### config.mk
export PLATFORM = sky130hd
export DESIGN_NAME = ws2812_frame_sequencer
export DESIGN_NICKNAME = d
export VERILOG_FILES = /design/src/rtl/ws2812_frame_sequencer.sv
export SDC_FILE = /design/constraint.sdc
export NUM_CORES = 1
export LEC_CHECK = 0
export ABC_CLOCK_PERIOD_IN_PS = 2100
export CAP_MARGIN = 20
export CORE_MARGIN = 5
export CORE_UTILIZATION = 61
export CTS_BUF_LIST = sky130_fd_sc_hd__clkbuf_16
export DETAILED_ROUTE_END_ITERATION = 8
export DONT_BUFFER_PORTS = 1
export GPL_TIMING_DRIVEN = 0
export HOLD_SLACK_MARGIN = 0.08
export PLACE_DENSITY = 0.84
export SYNTH_ARGS = -nofsm -noshare
export SYNTH_HDL_FRONTEND = slang
export SYNTH_SLANG_ARGS = --single-unit
export TNS_END_PERCENT = 30
### constraint.sdc
create_clock -name clk -period 2.1 [get_ports clk]
set_clock_uncertainty 0.05 [all_clocks]
set_input_delay 0.42 -clock clk [delete_from_list [all_inputs] [get_ports clk]]
set_output_delay 0.42 -clock clk [all_outputs]
set_load 0.05 [all_outputs]
### src/rtl/ws2812_frame_sequencer.sv
`timescale 1ns/1ps
// Pixel-stream to bit-stream sequencer that feeds the WS2812 RZ encoder.
// It sends bits MSB first, uses a one-word prefetch buffer, and ends each frame with one RESET (latch) command.
module ws2812_frame_sequencer #(
  parameter int BITS_PER_PIXEL = 24
) (
  input  logic                      clk,
  input  logic                      rst,
  input  logic [BITS_PER_PIXEL-1:0] pixel_data,
  input  logic                      pixel_last,
  input  logic                      pixel_valid,
  output logic                      pixel_ready,
  input  logic                      cmd_request,
  input  logic                      data_request,
  output logic [1:0]                command,
  output logic                      databit,
  output logic                      busy,
  output logic                      underrun,
  output logic                      frame_done
);

  localparam int CNT_W = (BITS_PER_PIXEL > 1) ? $clog2(BITS_PER_PIXEL) : 1;
  localparam logic [CNT_W-1:0] LAST_BIT = CNT_W'(BITS_PER_PIXEL - 1);

  localparam logic [1:0] ST_EMPTY = 2'd0;
  localparam logic [1:0] ST_SEND  = 2'd1;
  localparam logic [1:0] ST_LATCH = 2'd2;

  localparam logic [1:0] CMD_IDLE  = 2'b00;
  localparam logic [1:0] CMD_TX    = 2'b01;
  localparam logic [1:0] CMD_RESET = 2'b10;

  logic [1:0]                state, state_n;
  logic [BITS_PER_PIXEL-1:0] buf_data;
  logic                      buf_last;
  logic                      buf_valid;
  logic [BITS_PER_PIXEL-1:0] sh, sh_n;
  logic                      sh_last, sh_last_n;
  logic [CNT_W-1:0]          bit_cnt, bit_cnt_n;
  logic                      pending;
  logic                      accept_req;
  logic                      push, pop;
  logic                      busy_n, underrun_n, frame_done_n;

  assign pixel_ready = ~buf_valid & ~rst;
  assign push        = pixel_valid & pixel_ready;

  // A request only counts when the encoder is sampling TX or RESET.
  // Requests that arrive while an advance is still pending are dropped.
  assign accept_req = (cmd_request | data_request) & ~pending & (state != ST_EMPTY);

  always_comb begin
    state_n      = state;
    sh_n         = sh;
    sh_last_n    = sh_last;
    bit_cnt_n    = bit_cnt;
    pop          = 1'b0;
    busy_n       = busy;
    underrun_n   = 1'b0;
    frame_done_n = 1'b0;
    case (state)
      ST_EMPTY: begin
        if (buf_valid) begin
          sh_n      = buf_data;
          sh_last_n = buf_last;
          bit_cnt_n = '0;
          pop       = 1'b1;
          busy_n    = 1'b1;
          state_n   = ST_SEND;
        end
      end
      ST_SEND: begin
        if (pending) begin
          if (bit_cnt < LAST_BIT) begin
            sh_n      = sh << 1;
            bit_cnt_n = bit_cnt + 1'b1;
          end else if (buf_valid) begin
            sh_n      = buf_data;
            sh_last_n = buf_last;
            bit_cnt_n = '0;
            pop       = 1'b1;
          end else if (sh_last) begin
            state_n = ST_LATCH;
          end else begin
            state_n    = ST_EMPTY;
            underrun_n = 1'b1;
          end
        end
      end
      ST_LATCH: begin
        if (pending) begin
          state_n      = ST_EMPTY;
          busy_n       = 1'b0;
          frame_done_n = 1'b1;
        end
      end
      default: state_n = ST_EMPTY;
    endcase
  end

  // The outputs are computed from the next state, so they are registered and change only when the sequencer advances.
  always_ff @(posedge clk) begin
    if (rst) begin
      state      <= ST_EMPTY;
      sh         <= '0;
      sh_last    <= 1'b0;
      bit_cnt    <= '0;
      pending    <= 1'b0;
      command    <= CMD_IDLE;
      databit    <= 1'b0;
      busy       <= 1'b0;
      underrun   <= 1'b0;
      frame_done <= 1'b0;
    end else begin
      state      <= state_n;
      sh         <= sh_n;
      sh_last    <= sh_last_n;
      bit_cnt    <= bit_cnt_n;
      pending    <= accept_req;
      busy       <= busy_n;
      underrun   <= underrun_n;
      frame_done <= frame_done_n;
      case (state_n)
        ST_SEND:  command <= CMD_TX;
        ST_LATCH: command <= CMD_RESET;
        default:  command <= CMD_IDLE;
      endcase
      databit <= (state_n == ST_SEND) ? sh_n[BITS_PER_PIXEL-1] : 1'b0;
    end
  end

  // A push and a pop never happen in the same cycle, because the buffer must be empty to accept a word.
  always_ff @(posedge clk) begin
    if (rst) begin
      buf_valid <= 1'b0;
      buf_data  <= '0;
      buf_last  <= 1'b0;
    end else if (push) begin
      buf_valid <= 1'b1;
      buf_data  <= pixel_data;
      buf_last  <= pixel_last;
    end else if (pop) begin
      buf_valid <= 1'b0;
    end
  end

endmodule
==> results of run 1 <==
==> through the flow <==
stage          hold slack, ns  power (W)  setup TNS (ns)
5_1_grt                 0.144    0.00296         -0.0125
6_report                0.155    0.00283               0
2_1_floorplan           0.370    0.00153               0
3_3_place_gp            0.390    0.00159           -6.54
4_1_cts                 0.148    0.00285               0
3_5_place_dp            0.399    0.00160           -8.11
==> area by class of cell <==
class / instances / area, µm² / area share (%)
sequential: 65 / 1300 / 44.5
multi-input combinational: 206 / 1160 / 39.8
clock buffer: 9 / 225 / 7.70
buffer: 25 / 123 / 4.19
tap: 50 / 62.6 / 2.14
clock inverter: 7 / 28.8 / 0.984
inverter: 5 / 18.8 / 0.642
==> placed cells by master (no fill, tap or decap), drive strengths merged, types with 2 or more instances in the layout <==
cell type,Yosys,layout
a211oi,4,4
a21boi,2,2
a21oi,18,18
a22oi,2,2
a31o,2,2
a32oi,21,21
buf,8,8
clkbuf,17,26
clkinv,0,6
dfxtp,65,65
inv,5,6
nand2,59,59
nand3,3,3
nand4,2,2
nor2,10,10
nor3,4,4
nor4,2,2
o21ai,61,61
==> kinds of logic after synthesis <==
logic type | count (synthesis) | synth area share (%)
AO/OA/AOI/OAI | 118 | 29.5
buffers and inverters | 30 | 5.26
multiplexers | 2 | 0.820
adder cells (fa/ha/maj) | 1 | 0.482
XOR/XNOR | 1 | 0.338
flip-flops | 65 | 50.1
AND/OR/NAND/NOR | 84 | 13.5
==> power by group <==
| part | internal, W | leakage, nW | switching, W |
|---|---|---|---|
| Combinational | 0.0000692 | 0.340 | 0.000166 |
| Sequential | 0.00129 | 0.530 | 0.0000520 |
| Clock | 0.000770 | 0.130 | 0.000485 |
==> flip-flops by register name, summed over array words and instances (netlist names), 2 cells and up <==
register and count:
state 2, buf_data 24, bit_cnt 5, command 2, sh 24
==> routing by layer <==
layer  vias to the layer above  part of all wire [%]  global-route usage (%)
met5                         -                     0                       0
met4                         0                   1.8                    11.1
met3                        14                   7.6                    9.88
met2                        88                    49                    38.8
met1                      1079                    41                    29.1
li1                       1111                     -                       -
==> final timing paths <==
path | startpoint | end | slack, ns
max | buf_valid$_SDFFE_PP0P_ | buf_data[13]$_SDFFE_PP0P_ | 0.09
max reg2reg | buf_valid$_SDFFE_PP0P_ | buf_data[13]$_SDFFE_PP0P_ | 0.09
min reg2reg | sh_last$_SDFFE_PP0P_ | underrun$_SDFF_PP0_ | 0.41
min | pixel_data[15] | buf_data[15]$_SDFFE_PP0P_ | 0.15
==> cell usage after synthesis (2+ instances only) <==
cell type	instances	area (µm²)
inv_1	4	15.0
a21oi_1	18	90.1
a31o_2	2	17.5
nor2_1	10	37.5
clkbuf_1	16	60.1
o21ai_1	5	25.0
nand2_1	59	221
nor3_1	4	20.0
nor4_1	2	12.5
buf_2	6	30.0
a211oi_1	3	22.5
nand3_1	3	15.0
nand4_1	2	12.5
dfxtp_1	65	1300
a32oi_1	21	184
o21ai_0	56	280
buf_6	2	22.5
==> worst reg2reg max path, cell delays in order (launching register included) <==
cell,delay (ns)
dfxtp_1,0.30
buf_2,0.19
nor2_4,0.32
and2_1,0.18
clkbuf_1,0.26
clkbuf_1,0.39
o21ai_0,0.18
==> repair_timing <==
action,CTS,global route
endpoints found under the setup margin,25,20
hold endpoints to repair,0,0
gates resized for setup,2,8
==> metrics.cfg, run 1 <==
[clock_network]
cts_buffers=9
h-tree-depth=3
root_buffer=clkbuf_16
post_cts_buffers=0
ctsHoldBuffers=0
numClockSinks=65
clk_latency_ns=0.33
tritoncts=done
clockBufferDepth=2
clkTransAtPathRegs_ns=0.05

[critical_path]
slowest_stage=clkbuf_1
crit_chain=buf_2, nor2_4, and2_1, clkbuf_1, clkbuf_1, o21ai_0
crit_path_frequent_cell=clkbuf_1
path_class=flip-flop to flip-flop
end_kind=flip-flop
worst-path-buf-inv=3
arrival_ns=2.15
cp_max_fo=10
required_ns=2.23
r2r_cells=6
crit_path_start_kind=flip-flop
cpPeakStageDelay_ns=0.39
path_depth=6
crit_family=buffers and inverters

[global_route]
grt_remaining_overflow=0
track_usage_pct=24.5
grt_pass1_vias=2156
grt_pass1_wl_mm=10.2
grt_max_degree=11
antenna_found_initial=0

[routing]
wl_per_cell_um=16.9
drc=0
postRouteAntennaNets=0
drt_iter0_markers=222
num_vias=2292
drt_wl_total_mm=6.22
firstDrtPassIters=5
vias_per_cell=6.25

[sta]
finalHoldViolCount=0
timing.final.crit_share_pct=95.8
rsz0062_at_grt=yes
layout_min_cycle_time_ns=2.01
max_freq_ghz=0.497
slew_viol_final=0
max_slew_margin_pct=62.7
max_slew.worst_pin.slew_ns=0.557
fin_ws_ns=0.0882
setup_viol=0

[yosys]
syn_area_mm2=0.00259
syn_inst=301
async_flop_share_pct=0
ys_seq_elements=65
ys_types=40
syn-num-nets=332
ys.warnings.count=0
syn_avg_cell_area_um2=8.62
synth_edf_count=0
ys_seq_area_share_pct=50.1
synth_ff_type=dfxtp_1

[floorplanning]
die_w_um=75.2
die-height_um=75.2
rows=23
die-area_mm2=0.00566
fp.coreArea_mm2=0.00406
io_pins=37
start_util_pct=64.0

[placed_design]
place_inst=351
dp_slack_ns=-0.398
hpwl_mm=4.24
placed_cell_area_mm2=0.00266
io_buffers=0
place.gp.congestion=0.831

[hold_path]
whs_path_depth=2
min_path_type=input pin to flip-flop

[final_layout]
n_fill_cell=310
drive_gt1_share_pct=10.4
fin_area_mm2=0.00292
syn_to_final_growth_pct=12.7
fin_nets=343
instances_no_fill=367
num_antenna_cells=0
fin_util_pct=72.1

[status]
outcome=complete, no violations

[power]
power.leakage_nw=1.00
power_density_mw_per_mm2=969
ir_drop_uv=652

[flow_run]
maxCapViolCount=0

Note: power is estimated with default switching activity, not from simulation.
==> inputs of run 2 (changes only) <==
- CORE_UTILIZATION: 61 -> 53
- DONT_BUFFER_PORTS: 1 -> default
- PLACE_DENSITY: 0.84 -> 0.85
==> run 2 against run 1 <==
Compared with the run above:
- sequential power about the same
- die area is 13% higher
- largest cell class unchanged
- critical endpoint is now pixel_ready
- routed wire length is 7.6% higher
- largest power group is now clock
- via count up 6.9%
==> metrics.cfg, run 2 (synthesis results as in run 1) <==
[sta]
max_slew_margin_pct=63.7
max_slew.worst_pin.slew_ns=0.545
holdWs_ns=0.411
setup_viol=0
slew_viol_final=0
max_freq_ghz=0.492
fin_ws_ns=0.0693
timing.final.crit_share_pct=96.7
rsz0062_at_grt=no
finalHoldViolCount=0
layout_min_cycle_time_ns=2.03

[final_layout]
syn_to_final_growth_pct=28.0
drive_gt1_share_pct=8.81
top_regs=buf_data (24), sh (24), bit_cnt (5)
final_cell_mix=65 x dfxtp_1, 59 x nand2_1, 56 x o21ai_0, 35 x clkdlybuf4s50_1, 21 x a32oi_1
num_antenna_cells=0
fin_area_mm2=0.00332
final_common_cell=dfxtp_1
fin_nets=379

[global_route]
track_usage_pct=21.9
grt_pass1_wl_mm=10.7
grt_pass1_vias=2265
grt_remaining_overflow=0
antenna_found_initial=0
grt_max_degree=11

[floorplanning]
die-height_um=80.0
fp.coreArea_mm2=0.00472
io_pins=37
rows=25
start_util_pct=54.9
die-area_mm2=0.00640
die_w_um=80.0

[power]
power_density_mw_per_mm2=918
ir_drop_uv=549
power.leakage_nw=1.14

[clock_network]
numClockSinks=65
clk_latency_ns=0.33
post_cts_buffers=0
root_buffer=clkbuf_16
cts_buffers=9
clkTransAtPathRegs_ns=0.05
tritoncts=done
clockBufferDepth=2
h-tree-depth=3

[critical_path]
r2r_slack_ns=0.20
r2r_cells=5
timing.rr.end=sh_last$_SDFFE_PP0P_
required_ns=1.63
cp_max_fo=4
path_class=input pin to primary output
regToRegStartpoint=bit_cnt[0]$_SDFFE_PP0P_
end_kind=primary output
arrival_ns=1.56
crit_path_start_kind=input pin

[hold_path]
whs_path_depth=2
min_path_type=flip-flop to flip-flop
holdPathEnd=buf_data[8]$_SDFFE_PP0P_
worstHoldStart=buf_data[8]$_SDFFE_PP0P_

[routing]
route.met3.wl_um=420
drt_wl_total_mm=6.69
route.met2.wl_mm=3.23
wl_per_cell_um=16.0
postRouteAntennaNets=0
wl_met1_mm=2.89
drc=0
drt_iter0_markers=177
vias_per_cell=5.85
firstDrtPassIters=4
top_layer_used=met4
num_vias=2450

[placed_design]
dp_slack_ns=-0.244
placed_cell_area_mm2=0.00304
io_buffers=36
place.gp.congestion=0.873
hpwl_mm=4.44

[status]
outcome=complete, no violations

[flow_run]
maxCapViolCount=0

[run 2: changes by cell type in the layout (fill, tap and decap cells not counted), moves of 2 or more]
cell             previous run  this run
clkbuf_2                    5         2
clkdlybuf4s50_1             0        35
clkbuf_1                   12        15
clkinv_1                    4         2
[run 2: area by class of cell]
type	instances	area, µm²
clock inverter	6	51.3
sequential	65	1300
multi-input combinational	206	1160
buffer	25	119
fill	385	1400
clock buffer	9	225
tap	67	83.8
inverter	5	18.8
timing repair buffer	36	360
[run 2: repair_timing]
| action | CTS | global route |
|---|---|---|
| pin swaps | 0 | 0 |
| setup endpoints to repair | 1 | 11 |
| resized for setup | 1 | 4 |
| hold buffers | 0 | 0 |
[run 2: power breakdown]
part	switching (W)	internal, W	total (W)
logic	0.000194	0.000124	0.000317
clock network	0.000512	0.000893	0.00141
registers	0.0000339	0.00129	0.00133
[run 2: through the flow]
stage,utilization [%],setup TNS (ns),total power (W),std cells
after floorplan,-,0,0.00153,301
after global placement,64.3,-2.98,0.00165,404
after detailed placement,64.3,-4.60,0.00166,404
after CTS,70.2,0,0.00304,419
after global routing,70.3,0,0.00314,419
final,70.3,0,0.00305,419
[run 2: worst max-delay path: stages]
cell	delay (ns)
clkdlybuf4s50_1	0.48
nor2_1	0.14
clkdlybuf4s15_1	0.51
[run 2: worst max path at each step]
stage                      startpoint                   endpoint  slack [ns]
2_1_floorplan  buf_valid$_SDFFE_PP0P_  buf_data[20]$_SDFFE_PP0P_        0.04
6_report                          rst                pixel_ready        0.07
3_3_place_gp                      rst                pixel_ready       -0.22
5_1_grt                           rst                pixel_ready       0.007
3_5_place_dp                      rst        sh[21]$_SDFFE_PP0P_       -0.24
4_1_cts                           rst                pixel_ready        0.06
[run 2: metal layers]
layer | up-vias | GRT usage [%]
li1 | 1185 | -
met1 | 1168 | 26.9
met2 | 82 | 35.3
met3 | 15 | 4.29
met4 | 0 | 13.0
met5 | - | 0
